**src/rtl/fwd_pkg.sv**
```systemverilog
// rtl/fwd_pkg.sv - shared select codes, FSM states and stage-tracker type for the forwarding controller
package fwd_pkg;

   // Widest register index a tracker can hold; narrower indices are zero-extended
   localparam int unsigned FWD_RD_W = 8;

   typedef enum logic [1:0] {
      SEL_RF    = 2'b00,
      SEL_EXMEM = 2'b01,
      SEL_MEMWB = 2'b10,
      SEL_WBBYP = 2'b11
   } fwd_sel_t;

   typedef enum logic [0:0] {
      RUN      = 1'b0,
      MEM_BUSY = 1'b1
   } fwd_state_t;

   typedef struct packed {
      logic                valid;
      logic [FWD_RD_W-1:0] rd;
      logic                reg_write;
      logic                mem_read;
   } fwd_trk_t;

   localparam fwd_trk_t TRK_EMPTY = '0;

   function automatic logic trk_hit(input fwd_trk_t t, input logic [FWD_RD_W-1:0] rs);
      return t.valid && t.reg_write && (t.rd == rs) && (rs != '0);
   endfunction

endpackage

```
**src/rtl/fwd_match.sv**
```systemverilog
// rtl/fwd_match.sv - per-operand youngest-first forwarding match and load-use detect
// FWD_WB_BYPASS_EN: when defined, a WB-stage match selects the write-back bypass (11).
module fwd_match
   import fwd_pkg::*;
#(
   parameter int unsigned REG_ADDR_W = 5
) (
   input  logic                  use_i,
   input  logic [REG_ADDR_W-1:0] rs_i,
   input  fwd_trk_t              ex_i,
   input  fwd_trk_t              mem_i,
   input  fwd_trk_t              wb_i,
   output logic [1:0]            sel_o,
   output logic                  load_use_o
);

   logic [FWD_RD_W-1:0] rs_ext;
   logic                hit_ex;
   logic                hit_mem;
   logic                hit_wb;
   fwd_sel_t            sel;

   assign rs_ext  = FWD_RD_W'(rs_i);
   assign hit_ex  = use_i && trk_hit(ex_i, rs_ext);
   assign hit_mem = use_i && trk_hit(mem_i, rs_ext);
   assign hit_wb  = use_i && trk_hit(wb_i, rs_ext);

   always_comb begin
      sel = SEL_RF;
      if (hit_ex) begin
         sel = SEL_EXMEM;
      end else if (hit_mem) begin
         sel = SEL_MEMWB;
      end else if (hit_wb) begin
`ifdef FWD_WB_BYPASS_EN
         sel = SEL_WBBYP;
`else
         // Register file writes before it reads, so the WB value is already visible
         sel = SEL_RF;
`endif
      end
   end

   assign sel_o      = sel;
   assign load_use_o = hit_ex && ex_i.mem_read;

endmodule

```
**src/rtl/fwd_select_ctrl.sv**
```systemverilog
// rtl/fwd_select_ctrl.sv - EX operand-mux select generation, load-use stall and multi-cycle load freeze
// WB bypass code depends on FWD_WB_BYPASS_EN (see fwd_match).
module fwd_select_ctrl
   import fwd_pkg::*;
#(
   parameter int unsigned REG_ADDR_W = 5,
   parameter int unsigned MEM_LAT    = 1
) (
   input  logic                  clk,
   input  logic                  rst_n,
   input  logic                  id_valid,
   input  logic [REG_ADDR_W-1:0] id_rs1,
   input  logic [REG_ADDR_W-1:0] id_rs2,
   input  logic                  id_use_rs1,
   input  logic                  id_use_rs2,
   input  logic [REG_ADDR_W-1:0] id_rd,
   input  logic                  id_reg_write,
   input  logic                  id_mem_read,
   output logic [1:0]            sel_a,
   output logic [1:0]            sel_b,
   output logic                  stall,
   output logic                  bubble,
   output logic                  busy
);

   localparam logic [0:0]       ST_RUN   = RUN;
   localparam logic [0:0]       ST_BUSY  = MEM_BUSY;
   localparam int unsigned      CNT_W    = (MEM_LAT > 1) ? $clog2(MEM_LAT) : 1;
   localparam logic [CNT_W-1:0] CNT_LOAD = CNT_W'((MEM_LAT > 1) ? (MEM_LAT - 1) : 0);

   fwd_trk_t         ex_q, ex_d;
   fwd_trk_t         mem_q, mem_d;
   fwd_trk_t         wb_q, wb_d;
   logic [1:0]       sel_a_q, sel_a_d;
   logic [1:0]       sel_b_q, sel_b_d;
   logic [0:0]       state_q, state_d;
   logic [CNT_W-1:0] cnt_q, cnt_d;

   logic [1:0] code_a;
   logic [1:0] code_b;
   logic       lu_a;
   logic       lu_b;
   logic       freeze;
   logic       load_use;
   logic       issue;
   fwd_trk_t   id_trk;

   fwd_match #(.REG_ADDR_W(REG_ADDR_W)) u_match_a (
      .use_i      (id_use_rs1),
      .rs_i       (id_rs1),
      .ex_i       (ex_q),
      .mem_i      (mem_q),
      .wb_i       (wb_q),
      .sel_o      (code_a),
      .load_use_o (lu_a)
   );

   fwd_match #(.REG_ADDR_W(REG_ADDR_W)) u_match_b (
      .use_i      (id_use_rs2),
      .rs_i       (id_rs2),
      .ex_i       (ex_q),
      .mem_i      (mem_q),
      .wb_i       (wb_q),
      .sel_o      (code_b),
      .load_use_o (lu_b)
   );

   // A pending load-use retry is swallowed by an active freeze: no bubble then
   assign freeze   = (state_q == ST_BUSY);
   assign load_use = id_valid && (lu_a || lu_b);
   assign stall    = freeze || load_use;
   assign bubble   = load_use && !freeze;
   assign issue    = id_valid && !stall;

   always_comb begin
      id_trk           = TRK_EMPTY;
      id_trk.valid     = 1'b1;
      id_trk.rd        = FWD_RD_W'(id_rd);
      id_trk.reg_write = id_reg_write;
      id_trk.mem_read  = id_mem_read;
   end

   always_comb begin
      ex_d    = ex_q;
      mem_d   = mem_q;
      wb_d    = wb_q;
      sel_a_d = sel_a_q;
      sel_b_d = sel_b_q;
      state_d = state_q;
      cnt_d   = cnt_q;
      if (freeze) begin
         if (cnt_q <= CNT_W'(1)) begin
            state_d = ST_RUN;
            cnt_d   = '0;
         end else begin
            cnt_d = cnt_q - CNT_W'(1);
         end
      end else begin
         mem_d = ex_q;
         wb_d  = mem_q;
         if (issue) begin
            ex_d    = id_trk;
            sel_a_d = code_a;
            sel_b_d = code_b;
         end else begin
            ex_d    = TRK_EMPTY;
            sel_a_d = SEL_RF;
            sel_b_d = SEL_RF;
         end
         // The freeze starts on the same edge the load moves into MEM
         if ((MEM_LAT > 1) && ex_q.valid && ex_q.mem_read) begin
            state_d = ST_BUSY;
            cnt_d   = CNT_LOAD;
         end
      end
   end

   always_ff @(posedge clk or negedge rst_n) begin
      if (!rst_n) begin
         ex_q    <= TRK_EMPTY;
         mem_q   <= TRK_EMPTY;
         wb_q    <= TRK_EMPTY;
         sel_a_q <= SEL_RF;
         sel_b_q <= SEL_RF;
         state_q <= ST_RUN;
         cnt_q   <= '0;
      end else begin
         ex_q    <= ex_d;
         mem_q   <= mem_d;
         wb_q    <= wb_d;
         sel_a_q <= sel_a_d;
         sel_b_q <= sel_b_d;
         state_q <= state_d;
         cnt_q   <= cnt_d;
      end
   end

   assign sel_a = sel_a_q;
   assign sel_b = sel_b_q;
   assign busy  = freeze;

endmodule

```
**config.mk**
```make
export PLATFORM = sky130hd
export DESIGN_NAME = fwd_select_ctrl
export DESIGN_NICKNAME = d
export VERILOG_FILES = /design/src/rtl/fwd_pkg.sv /design/src/rtl/fwd_match.sv /design/src/rtl/fwd_select_ctrl.sv
export SDC_FILE = /design/constraint.sdc
export NUM_CORES = 1
export LEC_CHECK = 0
export ABC_AREA = 1
export CAP_MARGIN = 40
export CORE_MARGIN = 1.5
export CORE_UTILIZATION = 48
export CTS_BUF_LIST = sky130_fd_sc_hd__clkbuf_8
export CTS_CLUSTER_DIAMETER = 60
export DETAILED_ROUTE_END_ITERATION = 10
export PLACE_DENSITY = 0.82
export SETUP_SLACK_MARGIN = 0.2
export SYNTH_ARGS = -nofsm -noshare
export SYNTH_HDL_FRONTEND = slang
export SYNTH_SLANG_ARGS = --single-unit
export TNS_END_PERCENT = 10
```
**constraint.sdc**
```tcl
create_clock -name clk -period 1.6 [get_ports clk]
set_input_delay 0.32 -clock clk [delete_from_list [all_inputs] [get_ports clk]]
set_output_delay 0.32 -clock clk [all_outputs]
set_load 0.02 [all_outputs]
```
### Yosys cells after proc, flatten, opt, wreduce, memory -nomap -nowiden

Cells that the tools add are included.

| word-level totals | value |
|---|---|
| word-level logic and storage cells | 52 |
| register bits after elaboration | 27 |
| input bits | 22 |

| cells by class | value |
|---|---|
| add/subtract/negate cells | 1 |
| equal/unequal tests | 4 |
| reductions and logical operators | 25 |
| $lt $le $gt $ge | 1 |
| mux-type cells | 10 |

Operator list:

| cell | number |
|---|---|
| equality test 8 x 5 -> 1 bit | 4 |
| logical AND 1 bit | 19 |
| nonzero test 8 bit | 2 |
| 2-to-1 mux 2 bit | 6 |
| 2-to-1 mux 11 bit | 1 |
| 2-to-1 mux 1 bit | 3 |
| logical NOT 1 bit | 2 |
| logical OR 1 bit | 2 |
| <= comparator 1 bit, second input constant | 1 |
| subtractor 1 bit, second input constant | 1 |

### Depth between registers and ports, before layout

| depth | value |
|---|---|
| depth in word-level cells | 11 |
| depth in mapped cells | 11 |

### Hierarchy

From an unflattened synthesis, not the netlist that was laid out.

| unflattened totals | value |
|---|---|
| cell total of the unflattened synthesis | 191 |
| area total of the unflattened synthesis | 1482.7 um^2 |

Modules (own cells, without submodules):

| module | area each (um^2) | instances | cells each | seq. area each (um^2) |
|---|---|---|---|---|
| fwd_select_ctrl | 864.6 | 1 | 59 | 700.7 |
| fwd_match | 309.0 | 2 | 66 | 0.0 |

### Worst setup path before layout

Ideal clock, no wire load.

| path | value |
|---|---|
| path type | reg-to-output |
| from | register ex_q[6] (netlist name) |
| to | output port stall |
| required time | 1280 ps |
| arrival | 1423 ps |
| cell stages (with the launch flop) | 11 |
| path slack | -143 ps |
| path through | dfrtp_1 > inv_1 > nand2_1 > nand2_1 > nand2_1 > nor2_1 > nand2_2 > nand2_1 > nand2_2 > nor2_1 > buf_4 |

| on the way | value |
|---|---|
| word-level cells in the longest chain between the ends | 8 |

RTL lines:

| what | RTL line | RTL |
|---|---|---|
| from (decl) | fwd_select_ctrl.sv:31 | `fwd_trk_t ex_q, ex_d;` |
| from (signal assigned) | fwd_select_ctrl.sv:120 | `ex_q <= TRK_EMPTY;` |
| from (signal assigned) | fwd_select_ctrl.sv:128 | `ex_q <= ex_d;` |
| equality test 8 x 5 -> 1 bit | fwd_pkg.sv:29 | `return t.valid && t.reg_write && (t.rd == rs) && (rs != '0);` |
| logical AND 1 bit (2 in a row) | fwd_pkg.sv:29 |  |
| logical AND 1 bit | fwd_match.sv:24 | `assign hit_ex = use_i && trk_hit(ex_i, rs_ext);` |
| logical AND 1 bit | fwd_match.sv:45 | `assign load_use_o = hit_ex && ex_i.mem_read;` |
| logical OR 1 bit * | fwd_select_ctrl.sv:70 | `assign load_use = id_valid && (lu_a \|\| lu_b);` |
| logical AND 1 bit * | fwd_select_ctrl.sv:70 |  |
| logical OR 1 bit * | fwd_select_ctrl.sv:71 | `assign stall = freeze \|\| load_use;` |
| to (decl) | fwd_select_ctrl.sv:21 | `output logic stall,` |

Mark *: on every way between the ends. The rest lies on a longest branch, timed or not.

### Worst setup path after layout

| path | value |
|---|---|
| from | register ex_q[5] (netlist name) |
| to | output port bubble |

| on the way | value |
|---|---|
| word-level cells in the longest chain between the ends | 8 |

RTL lines:

| what | RTL line | RTL |
|---|---|---|
| equality test 8 x 5 -> 1 bit | fwd_pkg.sv:29 |  |
| logical AND 1 bit (2 in a row) | fwd_pkg.sv:29 |  |
| logical AND 1 bit | fwd_match.sv:24 |  |
| logical AND 1 bit | fwd_match.sv:45 |  |
| logical OR 1 bit * | fwd_select_ctrl.sv:70 |  |
| logical AND 1 bit * | fwd_select_ctrl.sv:70 |  |
| logical AND 1 bit * | fwd_select_ctrl.sv:72 | `assign bubble = load_use && !freeze;` |
| to (decl) | fwd_select_ctrl.sv:22 | `output logic bubble,` |

Marked as above.

==> results.toml <==
[outcome]
status = "complete, but fails checks"
failed_checks = "negative setup slack"

[routing]
drt-initial-drc-count = 11
drt_wl_total_um = 2330
dr.pass1.iters = 6
vias = 908
wire_per_inst_um = 11.6
ant_nets = 0
drc = 0
viasPerCell = 4.54

[yosys]
synth_compound_area_share_pct = 2.35
synth-async-reset-ratio_pct = 100
ys_seq_area_share_pct = 47.0
synth_area_um2 = 1010
synthMuxAreaShare_pct = 0
synth_seq_cells = 19
synth_warnings = 0
synth_nets = 148
synthSimpleGateAreaFrac_pct = 29.6
syn_area_per_cell_um2 = 8.02
syn_inst = 126
synth_top_family_by_area = "simple AND/OR/NAND/NOR gates"
synthAdderAreaFrac_pct = 0
synth_cell_types = 19
synth-xor-area-share_pct = 9.53
ys.flop_type = "dfrtp_1"
synth_edf_count = 0

[floorplan]
rows = 16
initial_core_util_pct = 51.0
die_y_um = 48.9
fp.coreArea_um2 = 1980
pin_count = 29
die_area_um2 = 2390
dieWidth_um = 48.9

[critical_path]
slowest_stage = "dfrtp_2"
critPathArrivalTime_ns = 1.60
max_stage_delay_ns = 0.42
critical_path.endpoint_type = "output port"
crit_fanout = 4
worstSetupStartpoint = "ex_q[5]"
critPathKind = "register to output port"
start_kind = "register"
cpMostUsedCell = "nor2_1"
critical_path_required_ns = 1.28
crit_path_cell_trace = "nor2_1 -> nor2_1 -> nand2_1 -> nor2_1 -> nand2_1 -> nand2_2 -> nand2_4 -> nor2_4 -> buf_6"
timing.rr.start = "ex_q[5]"

[clocking]
numClockSinks = 19
clkTransAtPathRegs_ns = 0.07
cts_hold_buf = 0
clock_latency_ns = 0.26
cts_buffers = 3
htreeDepth = 1
clockRootBuffer = "clkbuf_8"
clock_path_buffers = 2
tritoncts = "built"

[pwr]
p_leak_uw = 0.000811
comb_power_share_pct = 18.9
clkPwrFrac_pct = 31.1
sw_frac_of_total_pct = 25.2
p_switching_uw = 262
p_int_uw = 777
p_per_area_nw_per_um2 = 679
seqPwrFrac_pct = 49.9
peakVddDrop_uv = 774

[sta]
max_freq_mhz = 520
hold_viol_final = 0
period_needed_ns = 1.92
slew_violations = 0
setup_viol = 13
rsz0062_at_grt = "true"
fin_crit_sh_pct = 120
fin_ws_ns = -0.324
finClkSkew_ns = 0.00342

[worst_hold_path]
worstHoldPathType = "register to register"
hold_start = "ex_q[1]"

[place]
dpl.hpwl_um = 1630
gp_congestion = 0.936
port_buffers = 27
dp_slack_ns = -0.812
place_area_um2 = 1430

[final_layout]
fin_area_um2 = 1530
final_util_pct = 77.2
n_antenna_cell = 0
drive_gt1_share_pct = 27.2
nNetsFinal = 196
area_delta_synth_final_pct = 51.4
fillers = 128

[grt]
antenna_found_initial = 0
grt_max_degree = 20
grt_pass1_vias = 858
grt-ovfl-total = 0
groute.usage.overall_pct = 20.6
grt_first_pass_wirelength_um = 3680

[job]
drv_cap = 0
-- sequential cells by signal, indices dropped and copies added (netlist names) --
register / cells
ex_q: 8
mem_q: 7
sel_a: 2
sel_b: 2
-- layer usage --
metal  up-vias  part of all wire, %  global-route usage [%]
met1       410                   44                    25.6
met5         -                    0                       0
li1        464                    -                       -
met3         7                  4.8                    4.60
met2        27                   49                    34.0
met4         0                  2.3                    9.52
-- power groups by stage --
stage	Sequential, uW	Clock (uW)	Combinational (uW)
6_report	519	323	197
3_5_place_dp	526	0	194
2_1_floorplan	522	0	86.9
3_3_place_gp	524	0	190
4_1_cts	517	332	190
5_1_grt	521	361	216
-- placed cells by master (no fill, tap or decap) --
cell             count
nand4_1              2
nor2_2              11
o21ai_0              1
or2_1                1
clkdlybuf4s50_1      9
dfrtp_2              2
inv_1               23
clkbuf_8             3
xnor2_2              2
buf_6                5
conb_1               1
dlygate4sd2_1       15
buf_12               1
or2_2                1
nand3_1              4
o22ai_1              1
nor2_1              13
nand2_1             26
a21boi_2             1
nand3b_1             2
nand2_4              2
buf_4               15
inv_2                1
dfrtp_1             17
dlymetal6s2s_1       1
a21oi_1              1
xnor2_1              9
nor2_4               1
nand2_2              2
-- worst max-delay path, delay by kind of cell (launching register included) --
family / cells / cell delay, ns
and+or+nand+nor: 8 / 0.79
buffers and inverters: 1 / 0.13
DFF: 1 / 0.42
-- kinds of logic after synthesis --
logic type                after synthesis
AOI/OAI and AO/OA                       4
other                                   1
xor gates and xnor gates               11
buffers and inverters                  26
DFF                                    19
and+or+nand+nor                        65
-- synthesized netlist by cell type, types with 2 or more instances --
cell type / instances / area [um^2]
xnor2_1: 11 / 96.3
nor2_1: 15 / 56.3
nand4_1: 2 / 12.5
nor2_2: 10 / 62.6
buf_4: 2 / 15.0
inv_1: 23 / 86.3
nand2_1: 27 / 101
nand3b_1: 2 / 15.0
nand3_1: 4 / 20.0
nand2_2: 3 / 18.8
dfrtp_1: 19 / 475
-- path summary, 6_finish.rpt --
path / end / slack, ns / depth (start not counted)
min in group asynchronous: ex_q[2] / 0.39 / 2
worst min-delay path: mem_q[1] / 0.38 / 0
worst max-delay path: bubble / -0.32 / 9
worst min register to register: mem_q[1] / 0.38 / 0
max in group asynchronous: ex_q[5] / 0.99 / 2
worst max register to register: ex_q[10] / -0.12 / 12
-- area by class of cell --
class,instances,area [um^2],share of cell area (%)
inverter,23,86.3,5.64
multi-input combinational,81,464,30.3
clock inverter,1,3.75,0.245
clock buffer,3,41.3,2.70
tap,27,33.8,2.21
sequential,19,478,31.2
timing repair buffer,46,423,27.6
-- stage by stage --
stage	setup TNS [ns]	total power (uW)	hold WS, ns	instances
floorplan	0	609	0.0244	126
CTS	-0.854	1040	0.381	199
global placement	-4.94	714	0.355	193
global route	-2.79	1100	0.388	200
detailed placement	-5.01	720	0.365	193
finish	-1.82	1040	0.377	200
-- repair_timing --
action,CTS,global route
pin swaps,9,7
setup endpoints to repair,18,14
gates resized for setup,35,7
setup buffers,2,1
hold endpoints to repair,0,0
Power figures use the tool's default switching activity.
